File: src/rtl/cam_rgb_capture_pkg.sv
// Shared constants, FSM encoding and colour packing for the OV7670 capture path.
// The downstream pixel counter imports FRAME_PIX from here as well.
package cam_rgb_capture_pkg;

  localparam int QQVGA_H   = 160;
  localparam int QQVGA_V   = 120;
  localparam int FRAME_PIX = QQVGA_H * QQVGA_V;

  typedef enum logic [1:0] {
    ST_IDLE     = 2'd0,
    ST_WAIT_SOF = 2'd1,
    ST_BYTE_HI  = 2'd2,
    ST_BYTE_LO  = 2'd3
  } cap_state_e;

  // RGB565 arrives as {R4..R0,G5..G3} then {G2..G0,B4..B0}; keep the MSBs of each channel.
  function automatic logic [7:0] rgb565_to_332(input logic [7:0] hi, input logic [7:0] lo);
    return {hi[7:5], hi[2:0], lo[4:3]};
  endfunction

endpackage

File: src/rtl/cam_rgb_capture_edge_det.sv
// Registers the previous value of a camera sync line and flags its edges.
// Edge outputs are combinational from the live input and the registered history.
module cam_rgb_capture_edge_det (
  input  logic pclk,
  input  logic in_reset,
  input  logic i_sig,
  output logic o_rise,
  output logic o_fall
);

  logic r_prev;

  always_ff @(posedge pclk) begin
    if (in_reset) begin
      r_prev <= 1'b0;
    end else begin
      r_prev <= i_sig;
    end
  end

  assign o_rise = i_sig & ~r_prev;
  assign o_fall = ~i_sig & r_prev;

endmodule

File: src/rtl/cam_rgb_capture.sv
// OV7670 RGB565 byte stream to RGB332 frame-buffer writes with a linear address.
// px_wr is a one-cycle strobe with no back-pressure; mem_px_addr/mem_px_data are valid only while it is high.
module cam_rgb_capture
  import cam_rgb_capture_pkg::*;
#(
  parameter int H_PIX   = QQVGA_H,
  parameter int V_LINES = QQVGA_V,
  parameter int AW      = 15
) (
  input  logic          pclk,
  input  logic          in_reset,
  input  logic          inicio,
  input  logic          vsync,
  input  logic          href,
  input  logic [7:0]    px_data,
  output logic [AW-1:0] mem_px_addr,
  output logic [7:0]    mem_px_data,
  output logic          px_wr,
  output logic          add_cnt,
  output logic          frame_done,
  output cap_state_e    o_dbg_state
);

  localparam int CW = $clog2(H_PIX + 1);
  localparam int LW = $clog2(V_LINES + 1);
  localparam logic [CW-1:0] COL_END   = CW'(H_PIX);
  localparam logic [LW-1:0] LINE_END  = LW'(V_LINES);
  localparam logic [AW-1:0] LAST_ADDR = AW'(H_PIX * V_LINES - 1);

  logic w_vsync_rise, w_vsync_fall;
  logic w_href_fall, w_unused_href_rise;

  cam_rgb_capture_edge_det u_vsync_ed (
    .pclk     (pclk),
    .in_reset (in_reset),
    .i_sig    (vsync),
    .o_rise   (w_vsync_rise),
    .o_fall   (w_vsync_fall)
  );

  cam_rgb_capture_edge_det u_href_ed (
    .pclk     (pclk),
    .in_reset (in_reset),
    .i_sig    (href),
    .o_rise   (w_unused_href_rise),
    .o_fall   (w_href_fall)
  );

  cap_state_e    r_state;
  logic [AW-1:0] r_addr;
  logic [CW-1:0] r_col;
  logic [LW-1:0] r_line;
  logic          r_line_has_byte;
  logic [7:0]    r_hi;
  logic [7:0]    r_px_data;
  logic          r_px_wr;
  logic          r_add_cnt;
  logic          r_frame_done;
  logic          w_in_window;

  assign w_in_window = (r_col != COL_END) && (r_line != LINE_END);

  always_ff @(posedge pclk) begin
    if (in_reset) begin
      r_state         <= ST_IDLE;
      r_addr          <= '0;
      r_col           <= '0;
      r_line          <= '0;
      r_line_has_byte <= 1'b0;
      r_hi            <= '0;
      r_px_data       <= '0;
      r_px_wr         <= 1'b0;
      r_add_cnt       <= 1'b1;
      r_frame_done    <= 1'b0;
    end else begin
      r_px_wr      <= 1'b0;
      r_add_cnt    <= 1'b1;
      r_frame_done <= 1'b0;
      // The address stays on the written pixel for its strobe cycle and steps afterwards.
      if (r_px_wr && (r_addr != LAST_ADDR)) begin
        r_addr <= r_addr + 1'b1;
      end
      unique case (r_state)
        ST_IDLE: begin
          if (inicio) r_state <= ST_WAIT_SOF;
        end
        ST_WAIT_SOF: begin
          if (w_vsync_fall) begin
            r_addr          <= '0;
            r_col           <= '0;
            r_line          <= '0;
            r_line_has_byte <= 1'b0;
            r_state         <= ST_BYTE_HI;
          end
        end
        ST_BYTE_HI, ST_BYTE_LO: begin
          if (w_href_fall && r_line_has_byte) begin
            r_line_has_byte <= 1'b0;
            r_col           <= '0;
            if (r_line != LINE_END) r_line <= r_line + 1'b1;
          end
          // A vsync rise mid-frame is a short frame: abort after any line-end bookkeeping.
          if (w_vsync_rise) begin
            r_state <= ST_WAIT_SOF;
          end else if (r_state == ST_BYTE_HI) begin
            if (href) begin
              r_hi            <= px_data;
              r_line_has_byte <= 1'b1;
              r_state         <= ST_BYTE_LO;
            end
          end else begin
            r_state <= ST_BYTE_HI;
            if (href) begin
              r_line_has_byte <= 1'b1;
              if (r_col != COL_END) r_col <= r_col + 1'b1;
              if (w_in_window) begin
                r_px_data <= rgb565_to_332(r_hi, px_data);
                r_px_wr   <= 1'b1;
                r_add_cnt <= 1'b0;
                if (r_addr == LAST_ADDR) begin
                  r_frame_done <= 1'b1;
                  r_state      <= inicio ? ST_WAIT_SOF : ST_IDLE;
                end
              end
            end
          end
        end
      endcase
    end
  end

  assign mem_px_addr = r_addr;
  assign mem_px_data = r_px_data;
  assign px_wr       = r_px_wr;
  assign add_cnt     = r_add_cnt;
  assign frame_done  = r_frame_done;
  assign o_dbg_state = r_state;

endmodule

File: config.mk
export PLATFORM = sky130hd
export DESIGN_NAME = cam_rgb_capture
export DESIGN_NICKNAME = d
export VERILOG_FILES = /design/src/rtl/cam_rgb_capture_pkg.sv /design/src/rtl/cam_rgb_capture_edge_det.sv /design/src/rtl/cam_rgb_capture.sv
export SDC_FILE = /design/constraint.sdc
export NUM_CORES = 1
export LEC_CHECK = 0
export ABC_CLOCK_PERIOD_IN_PS = 2300
export CAP_MARGIN = 20
export CORE_MARGIN = 2
export CORE_UTILIZATION = 25
export DETAILED_ROUTE_END_ITERATION = 10
export RECOVER_POWER = 50
export SLEW_MARGIN = 20
export SYNTH_ARGS = -nofsm -noshare
export SYNTH_HDL_FRONTEND = slang
export SYNTH_SLANG_ARGS = --single-unit
File: constraint.sdc
create_clock -name pclk -period 2.3 [get_ports pclk]
set_input_delay 0.345 -clock pclk [delete_from_list [all_inputs] [get_ports pclk]]
set_output_delay 0.345 -clock pclk [all_outputs]
set_load 0.02 [all_outputs]
== Word level (Yosys, flattened, before mapping) ==
Cells that the tools add are included.
Widths: inputs -> output; s select.
Operators by class
  add/sub/neg operators: 3
  bitwise gates (word level): 10
  multiplexer cells: 32
  equality and inequality tests: 12
  reductions and logical operators: 13
Operator list (number)
  $mux 8: 6
  $mux 15: 3
  $mux 7: 3
  $mux 2: 8
  $pmux 8 s2: 1
  $add 15x1->15 const B: 1
  $eq 15x15->1 const B: 1
  $ne 15x15->1 const B: 1
  $pmux 7 s2: 1
  $add 8x1->8 const B: 1
  $mux 1: 8
  $ne 8x8->1 const B: 1
  $reduce_and 4->1: 2
  $add 7x1->7 const B: 1
  $ne 7x7->1 const B: 1
  $not 1->1: 7
  $ne 2x2->1 const B: 3
  $pmux 2 s3: 1
  $reduce_or 6->1: 1
  $reduce_and 5->1: 1
  $reduce_or 5->1: 1
  $eq 2x2->1 const B: 2
  $ne 4x3->1 const B: 1
  $and 1x1->1: 3
  other kinds (9): 11
Storage, ports and cells
  word-level logic and storage cells: 82
  flip-flop bits (word level): 54
  output and inout bits: 28

== Longest topological paths before layout ==
Gate-level depths: netlist (run 1).
  word-level depth: 9
  gate-level depth with buffers: 8
  depth with buffers taken out: 6

== Cells and area by module ==
A second synthesis (run 1) with hierarchy kept.
Unflattened totals
  cell total of the unflattened synthesis: 283
  area total of the unflattened synthesis: 2546.2 um^2
By module, submodules not included
  cam_rgb_capture: area each 2468.6 um^2, seq. area each 1001.0 um^2, instances 1, cells an instance 275
  cam_rgb_capture_edge_det: area each 38.8 um^2, seq. area each 20.0 um^2, instances 2, cells an instance 4

== Worst setup path before layout (run 1) ==
Ideal clock, no wire load.
  path kind: reg-to-reg
  start: register r_addr[9], in the netlist mem_px_addr[9]
  end: register r_state[1], in the netlist o_dbg_state[1]
  data required time: 2.183 ns
  stages on the path, launching flop included: 6
  buffers on the path: 1
  arrival: 1.745 ns
  path slack: 0.438 ns
  path through: dfxtp_1 or3b_4 nor4_4 buf_6 nand4_1 a22o_1
On the way
  word-level cells in the longest chain between the ends: 7
RTL lines
  start, declared: RTL line cam_rgb_capture.sv:50  | logic [AW-1:0] r_addr;
  start signal, assigned: RTL line cam_rgb_capture.sv:81  | r_addr <= r_addr + 1'b1;
  $eq 15x15->1: RTL line cam_rgb_capture.sv:120  | if (r_addr == LAST_ADDR) begin
  $mux 2: RTL line cam_rgb_capture.sv:120
  $mux 2: RTL line cam_rgb_capture.sv:116  | if (w_in_window) begin
  $mux 2: RTL line cam_rgb_capture.sv:113  | if (href) begin
  $mux 2: RTL line cam_rgb_capture.sv:105  | end else if (r_state == ST_BYTE_HI) begin
  $mux 2: RTL line cam_rgb_capture.sv:103  | if (w_vsync_rise) begin
  $pmux 2 s3: RTL line cam_rgb_capture.sv:83  | unique case (r_state)
  end signal, assigned: RTL line cam_rgb_capture.sv:122  | r_state <= inicio ? ST_WAIT_SOF : ST_IDLE;
  end, declared: RTL line cam_rgb_capture.sv:49  | cap_state_e r_state;
No other way between the ends.
A chain may end at the register's enable or synchronous reset.

== Worst setup path in the final report (run 1) ==
  start: input vsync
  end: register r_frame_done, in the netlist frame_done
On the way
  word-level cells in the longest chain between the ends: 2
RTL lines
  start, declared: RTL line cam_rgb_capture.sv:13  | input logic vsync,
  $and 1x1->1: RTL line cam_rgb_capture_edge_det.sv:21  | assign o_rise = i_sig & ~r_prev;
  $reduce_or 6->1 (no source line)
  end signal, assigned: RTL line cam_rgb_capture.sv:74  | r_frame_done <= 1'b0;
  end signal, assigned: RTL line cam_rgb_capture.sv:78  | r_frame_done <= 1'b0;
  end signal, assigned: RTL line cam_rgb_capture.sv:121  | r_frame_done <= 1'b1;
  end, declared: RTL line cam_rgb_capture.sv:58  | logic r_frame_done;
No other way between the ends.

==> impl_metrics.yaml, run 1 <==
job:
  drv_cap: 0
placed_design:
  dpl-instance-area_um2: 3203
  gp_routability_congestion: 0.8414
  port_buffers: 40
  place_hpwl_um: 4697
timing:
  layout_worst_path_cycle_share_pct: 85.21
  max_clock_freq_mhz: 510.2
  slew_violations: 0
  max_slew_margin_pct: 60.62
  tightest_slew_ns: 0.5906
  setup_viol: 0
  rsz0062_at_grt: "no"
  min_period_ns: 1.960
  final_hold_viol_count: 0
  fin_setup_tns_ns: 0
  skew_ns: 0.01725
critical_path:
  slowest_stage: "dlygate4sd3_1"
  end_kind: "flip-flop"
  path_max_fanout: 12
  slowest_delay_ns: 0.58
  path_cells: "dlygate4sd3_1 -> nand2b_1 -> clkbuf_1 -> and3_1 -> clkbuf_2 -> nand4_1 -> nor2_1"
  cp.arrival_ns: 2.19
  critical_path_class: "input pin to flip-flop"
  worstSetupStartpointType: "input pin"
  critPathRequiredTime_ns: 2.53
cells_and_area:
  finalNetCount: 357
  utilization_pct: 32.09
  synthToLayoutAreaGrowth_pct: 25.46
  final_area_um2: 3298
  num_antenna_cells: 0
  drive_above_1_share_pct: 9.118
global_routing:
  grt_pass1_wl_um: 11330
  antenna_found_initial: 0
  grt_max_degree: 19
  grt_pass1_vias: 2367
  grt_usage_pct: 12.02
  grt_overflow_total: 0
clock_tree:
  cts_resized: 0
  cts_hold_buf: 0
  numCtsBuffers: 5
  clk_pin_slew_worst_paths_ns: 0.10
  htreeDepth: 2
  cts_tree: "yes"
  cts_setup_buffers: 0
  cts_sinks: 52
  clk_latency_ns: 0.31
  clk_path_buf_depth: 2
  root_buffer: "clkbuf_8"
die:
  die_y_um: 106.5
  core_um2: 10280
  start_util_pct: 25.58
  die_w_um: 106.5
  die_area_um2: 11350
  ioPinCount: 41
  num_rows: 37
status:
  status: "completed"
synthesis:
  synthArstFlopShare_pct: 0
  synth.net_count: 318
  synth.top_cell.area_share_pct: 39.60
  ys_seq_elements: 52
  yosysTopAreaCell: "dfxtp_1"
  synthFlopType: "dfxtp_1"
  netlist_instances: 300
  synth_warnings: 0
  synth_edf_count: 0
  synth.most_common_cell: "dfxtp_1"
  syn_area_per_cell_um2: 8.763
  syn_area_um2: 2629
  synth_common_cells: "dfxtp_1, a21oi_1, nand3_1, nand4_1, nor2_1"
  seq_area_frac_synth_pct: 39.60
  synth_area_leaders: "dfxtp_1, a21oi_1, nand4_1"
  yosysUniqueCellTypes: 55
routing:
  ant_nets: 0
  drt_iter0_markers: 93
  firstDrtPassIters: 4
  vias: 2466
  wl_per_cell_um: 13.96
  wirelength_um: 6645
  drt_drc_violations_left: 0
  drt-vias-per-instance: 5.181
power_and_ir_drop:
  leakage_nw: 1.174
  peakVddDrop_uv: 230.9
  power_density_nw_per_um2: 496.7
worst_hold_path:
  hp-class: "flip-flop to flip-flop"
==> stage by stage <==
step,instances,power [mW],hold slack [ns],setup WS [ns]
6_report,476,1.638,0.4778,0.3401
5_1_grt,476,1.702,0.4982,0.1657
4_1_cts,476,1.668,0.4837,0.3895
3_5_place_dp,468,1.027,0.4657,0.2053
3_3_place_gp,468,1.026,0.4613,0.2442
2_1_floorplan,300,0.9785,0.4462,0.4385
==> worst max-delay path, delay by kind of cell <==
kind / cells / cell delay, ns
buffers and inverters: 3 / 1.11
AND/OR/NAND/NOR: 4 / 0.73
==> final cells by class <==
cell class | instances | area (um2)
Fill cell | 1094 | 6979
Clock buffer | 5 | 68.82
Timing Repair Buffer | 53 | 481.7
Multi-Input combinational cell | 213 | 1441
Tap cell | 136 | 170.2
Sequential cell | 52 | 1041
Clock inverter | 3 | 42.54
Inverter | 14 | 52.55
==> cell families after synthesis <==
kind of cell / synth area share (%)
flops: 39.60
simple gates: 27.37
fa+ha+maj: 2.380
xor+xnor: 1.333
buf+inv: 5.568
compound gates: 20.32
mux: 3.427
==> cells in the final DEF, fill, tap and decap left out, drive strengths merged, types with 11 or more instances in the layout <==
cell and n:
o21ai 11, dlygate4sd3 24, dfxtp 52, clkdlybuf4s50 16, nand4 20, nand3 21
a21oi 25, inv 14, o31ai 14, nor2 16
==> layer usage <==
layer | GRT usage [%] | vias to the layer above | share of wire [%] | wire, um
met5 | 0 | - | 0 | 0
met4 | 4.824 | 0 | 3.1 | 206
met3 | 2.636 | 21 | 3.9 | 258
met2 | 18.96 | 65 | 45 | 2965
met1 | 15.91 | 1149 | 48 | 3214
li1 | - | 1231 | - | -
==> registers in the layout, summed over array words and instances (netlist names) <==
| name | flops |
|---|---|
| r_line | 7 |
| frame_done | 1 |
| u_href_ed.r_prev | 1 |
| r_hi | 6 |
| r_line_has_byte | 1 |
| add_cnt | 1 |
| px_wr | 1 |
| u_vsync_ed.r_prev | 1 |
| r_col | 8 |
| mem_px_data | 8 |
| mem_px_addr | 15 |
| o_dbg_state | 2 |
==> where the power goes <==
part           total [mW]  switching [mW]  internal (mW)
sequential          0.911         0.00693          0.904
combinational      0.0924          0.0541         0.0383
clock               0.635           0.312          0.323
total                1.64           0.373           1.27
==> worst paths after layout <==
path	end	start	slack, ns	cells after the start
worst min-delay path	mem_px_data[2]	mem_px_data[2]	0.48	2
worst max-delay path	frame_done	vsync	0.34	7
worst min register to register	mem_px_data[2]	mem_px_data[2]	0.48	2
worst max register to register	r_line[2]	r_line[0]	0.38	6
No activity file was read; power rests on OpenSTA's default activity.
==> inputs of run 2 (changes only) <==
ABC_CLOCK_PERIOD_IN_PS = 1680   (was 2300)
clock period = 1.68 ns   (was 2.3 ns; I/O delays follow)
==> run 2 against run 1 <==
Against the previous run: the run now ends with negative setup slack left; clock-buffer cell count stayed put; total power up 59%; global-route usage up 1.1 points; utilization is 6.4 points higher; final area rose by 20%; clock skew is 0.0042 ns lower; sequential cell count unchanged; worst hold slack lost 0.084 ns; first-iteration DRC count is 77% higher; clock power rose by 87%; register-to-register slack got worse by 0.40 ns; routed wire length rose by 12%.
==> impl_metrics.yaml, run 2 (same netlist as run 1, synthesis figures left out) <==
status:
  status: "finished, violations left"
  violations: "negative setup slack"
clock_tree:
  numCtsBuffers: 5
  cts_tree: "yes"
  root_buffer: "clkbuf_8"
  clk_pin_slew_worst_paths_ns: 0.10
  htreeDepth: 2
  clk_latency_ns: 0.31
  cts_hold_buf: 0
  clk_path_buf_depth: 2
  cts_sinks: 52
placed_design:
  place_hpwl_um: 5335
  dp_slack_ns: -0.3068
  gp_routability_congestion: 0.8963
  port_buffers: 40
power_and_ir_drop:
  power_density_nw_per_um2: 657.8
  p_sw_share_pct: 20.78
  clkPwrFrac_pct: 45.8
  power_switching_uw: 540.8
  leakage_nw: 1.471
  power.internal_mw: 2.062
  peakVddDrop_uv: 503.8
  seqPwrFrac_pct: 47.7
  p_total_mw: 2.603
  combPwrFrac_pct: 6.5
die:
  die_y_um: 106.5
  num_rows: 37
  start_util_pct: 25.58
  core_um2: 10280
  ioPinCount: 41
  die_area_um2: 11350
  die_w_um: 106.5
timing:
  fin_setup_tns_ns: -0.03460
  rsz0062_at_grt: "yes"
  layout_worst_path_cycle_share_pct: 101.0
  min_period_ns: 1.696
  final_hold_viol_count: 0
  max_clock_freq_mhz: 589.5
  setup_viol: 3
  tightest_slew_ns: 0.3912
  slew_violations: 0
  worst_hold_slack_ns: 0.3942
  setup_ws_ns: -0.01648
  max_slew_margin_pct: 73.56
  skew_ns: 0.01307
cells_and_area:
  fillCellCount: 1075
  finalNetCount: 412
  final_cell_mix: "buf_4, dfxtp_1, a21oi_1, clkdlybuf4s50_1, nand4_1"
  largest_reg_flops: 15
  synthToLayoutAreaGrowth_pct: 50.55
  num_antenna_cells: 0
  final_common_cell: "buf_4"
  multi_input_area_um2: 1643
  seq_area_um2: 1061
  drive_above_1_share_pct: 31.65
  utilization_pct: 38.51
global_routing:
  grt_overflow_total: 0
  grt_pass1_vias: 2647
  antenna_found_initial: 0
  grt_pass1_wl_um: 12410
  grt_max_degree: 20
  grt_usage_pct: 13.16
routing:
  ant_nets: 0
  firstDrtPassIters: 4
  drt-vias-per-instance: 5.081
  drt_iter0_markers: 165
  wirelength_um: 7425
  vias: 2698
  drt_drc_violations_left: 0
  wl_per_cell_um: 13.98
critical_path:
  end_kind: "flip-flop"
  worstSetupStartpointType: "flip-flop"
  cp.arrival_ns: 1.89
  critPathRequiredTime_ns: 1.87
  path_max_fanout: 4
  critical_path_class: "flip-flop to flip-flop"
worst_hold_path:
  hp-class: "input pin to flip-flop"
job:
  drv_cap: 0
run 2: final cells by class:
type,instances,area share (%)
clock buffer,5,1.739
clock inverter,3,2.276
inverter,14,1.328
multi-input combinational,213,41.51
sequential,52,26.81
tap,136,4.300
timing repair buffer,108,22.04
run 2: what timing repair did:
action | in CTS | in global routing
resized for setup | 14 | 47
cloned | 0 | 0
pin swaps | 13 | 17
setup endpoints to repair | 13 | 38
setup buffers | 4 | 3
run 2: final timing paths:
path	start	end	slack, ns	cells after the start
max	r_col[0]	frame_done	-0.02	8
min	href	u_href_ed.r_prev	0.39	3
max reg2reg	r_col[0]	frame_done	-0.02	8
min reg2reg	mem_px_data[6]	mem_px_data[6]	0.47	2
run 2: critical path, cell delays in order, from the launching register on:
cell	delay, ns
dfxtp_2	0.34
inv_2	0.07
ha_4	0.14
nand4bb_4	0.14
buf_6	0.14
o41a_1	0.37
buf_4	0.16
nand4_1	0.16
nor2_1	0.06
run 2: metal layers:
layer,global-route usage [%],up-vias,routed length (um)
met1,17.19,1287,3475
met4,2.968,0,64
met3,2.330,6,284
met2,22.62,61,3601
met5,0,-,0
li1,-,1344,-
run 2: power by group through the flow:
| stage | Sequential [mW] | Clock, mW | Combinational, mW |
|---|---|---|---|
| floorplan | 1.28 | 0 | 0.0663 |
| global placement | 1.27 | 0 | 0.157 |
| detailed placement | 1.27 | 0 | 0.160 |
| CTS | 1.25 | 1.22 | 0.165 |
| global route | 1.24 | 1.27 | 0.182 |
| finish | 1.24 | 1.19 | 0.169 |
run 2: metrics by stage:
step	cell area [um2]	cells
after global routing	3958	531
after floorplan	2654	300
after detailed placement	3623	517
after CTS	3854	529
final	3958	531
after global placement	3623	517
==> inputs of run 3 (changes only) <==
ABC_AREA = 1   (was default)
==> run 3 against run 2 <==
Against the previous run: the run now ends clean; sequential cell count is the same; global-route usage fell by 0.94 points; die area down 0.92%; critical path depth down 7; sequential power barely moved; via count decreased by 4.7%.
==> impl_metrics.yaml, run 3 <==
status:
  status: "completed"
cells_and_area:
  final_common_cell: "nand2_1"
  synthToLayoutAreaGrowth_pct: 30.13
  largest_reg_flops: 15
  instances_no_fill: 582
  drive_above_1_share_pct: 11.88
  final_cell_mix: "nand2_1, nor2_1, dfxtp_1, inv_1, a21oi_1"
  finalNetCount: 463
  fillCellCount: 1110
  num_antenna_cells: 0
die:
  die_area_um2: 11250
  die_y_um: 106.1
  num_rows: 37
  die_w_um: 106.1
  ioPinCount: 41
  core_um2: 10230
  start_util_pct: 25.45
timing:
  layout_worst_path_cycle_share_pct: 96.71
  skew_ns: 0.01059
  min_period_ns: 1.625
  max_slew_margin_pct: 81.76
  setup_viol: 0
  tightest_slew_ns: 0.2748
  max_clock_freq_mhz: 615.5
  slew_violations: 0
  final_hold_viol_count: 0
critical_path:
  cp_num_buf_inv: 1
  path_cells: "clkdlybuf4s50_1"
  reg2reg_depth: 9
  slowest_stage: "clkdlybuf4s50_1"
  path_max_fanout: 5
  cp_top_family: "buffers and inverters"
  worstSetupStartpointType: "flip-flop"
  r2r_end: "mem_px_addr[4]"
  slowest_delay_ns: 0.63
  cp.arrival_ns: 1.37
  rrSetupSlack_ns: 0.16
  r2r_start: "mem_px_addr[6]"
  critical_path_class: "flip-flop to output pin"
  end_kind: "output pin"
  critPathRequiredTime_ns: 1.43
placed_design:
  gp_routability_congestion: 0.9057
  placed_cells: 574
  port_buffers: 40
  place_hpwl_um: 5038
synthesis:
  synth.most_common_cell: "nand2_1"
  synthArstFlopShare_pct: 0
  yosysUniqueCellTypes: 32
  yosysTopAreaCell: "dfxtp_1"
  synth.net_count: 399
  syn_area_per_cell_um2: 6.834
  synth.top_cell.area_share_pct: 39.98
  ys_seq_elements: 52
  synth_warnings: 0
  synth_common_cells: "nand2_1, nor2_1, dfxtp_1"
  syn_area_um2: 2604
  synth_edf_count: 0
  synthFlopType: "dfxtp_1"
  seq_area_frac_synth_pct: 39.98
  netlist_instances: 381
  synth_area_leaders: "dfxtp_1, nand2_1, nor2_1"
clock_tree:
  numCtsBuffers: 5
  root_buffer: "clkbuf_8"
  cts_tree: "yes"
  cts_sinks: 52
  clk_path_buf_depth: 2
  htreeDepth: 2
  clk_latency_ns: 0.31
  cts_setup_buffers: 0
  clk_pin_slew_worst_paths_ns: 0.10
routing:
  vias: 2571
  firstDrtPassIters: 4
  wirelength_um: 6588
  drt_drc_violations_left: 0
  drt_iter0_markers: 115
  wl_per_cell_um: 11.32
  drt-vias-per-instance: 4.418
  ant_nets: 0
global_routing:
  grt_pass1_vias: 2489
  antenna_found_initial: 0
  grt_max_degree: 22
  grt_pass1_wl_um: 11390
  grt_usage_pct: 12.23
  grt_overflow_total: 0
power_and_ir_drop:
  peakVddDrop_uv: 356.0
  power_density_nw_per_um2: 670.0
  p_total_mw: 2.270
  leakage_nw: 1.362
worst_hold_path:
  worstHoldPathCells: 2
  min_to: "r_col[7]"
  hp-class: "flip-flop to flip-flop"
  min_from: "r_col[7]"
job:
  drv_cap: 0
-- run 3: worst max-delay path by stage --
stage	from	endpoint	slack, ns	cells after the start
5_1_grt	r_line[0]	o_dbg_state[1]	-0.001	9
2_1_floorplan	mem_px_addr[0]	mem_px_addr[4]	0.04	9
6_report	mem_px_addr[8]	mem_px_addr[8]	0.06	1
4_1_cts	mem_px_addr[10]	mem_px_addr[10]	0.004	1
3_3_place_gp	vsync	r_col[5]	0.001	9
3_5_place_dp	href	mem_px_data[1]	-0.08	8
-- run 3: routing by layer --
layer / GRT usage (%) / up-vias / wire length [um]
met5: 0 / - / 0
met4: 2.538 / 0 / 20
met3: 2.636 / 3 / 329
met2: 20.41 / 60 / 3097
met1: 16.27 / 1160 / 3140
li1: - / 1348 / -
-- run 3: timing repair --
action                     4_1_cts  5_1_grt
gates resized for setup          4       21
hold buffers                     0        0
pin swaps                        0        2
setup endpoints to repair        4       29
-- run 3: cells by family (layout without fill, tap and decap cells) --
family / Yosys count / after routing / share of synthesized area [%]
xor+xnor: 6 / 6 / 2.018
compound gates: 60 / 60 / 12.16
fa+ha+maj: 5 / 5 / 2.403
flops: 52 / 52 / 39.98
buf+inv: 59 / 124 / 9.322
simple gates: 199 / 199 / 34.12
-- run 3: where the power goes --
part | switching, mW | total [mW] | leakage (nW) | internal [mW]
clock network | 0.430 | 0.871 | 0.0541 | 0.442
registers | 0.0103 | 1.25 | 0.421 | 1.24
logic | 0.0802 | 0.147 | 0.887 | 0.0671
total | 0.520 | 2.27 | 1.36 | 1.75
-- run 3: cell type report --
type                       count  area, um2  area share [%]
tap                          136      170.2           5.022
timing repair buffer          64      533.0           15.73
multi-input combinational    270       1328           39.18
sequential                    52       1044           30.80
clock inverter                 3      42.54           1.256
inverter                      52      202.7           5.982
clock buffer                   5      68.82           2.031
-- run 3: metrics by stage --
| stage | worst slack [ns] | area [um2] | hold slack, ns | TNS [ns] | utilization (%) |
|---|---|---|---|---|---|
| 3_5_place_dp | -0.07714 | 3312 | 0.4570 | -0.4839 | 32.37 |
| 6_report | 0.05535 | 3388 | 0.4700 | 0 | 33.12 |
| 4_1_cts | 0.004234 | 3418 | 0.4717 | 0 | 33.41 |
| 2_1_floorplan | 0.04045 | 2604 | 0.3869 | 0 | - |
| 3_3_place_gp | 0.001343 | 3312 | 0.4546 | 0 | 32.37 |
| 5_1_grt | -0.001148 | 3388 | 0.4922 | -0.001148 | 33.12 |
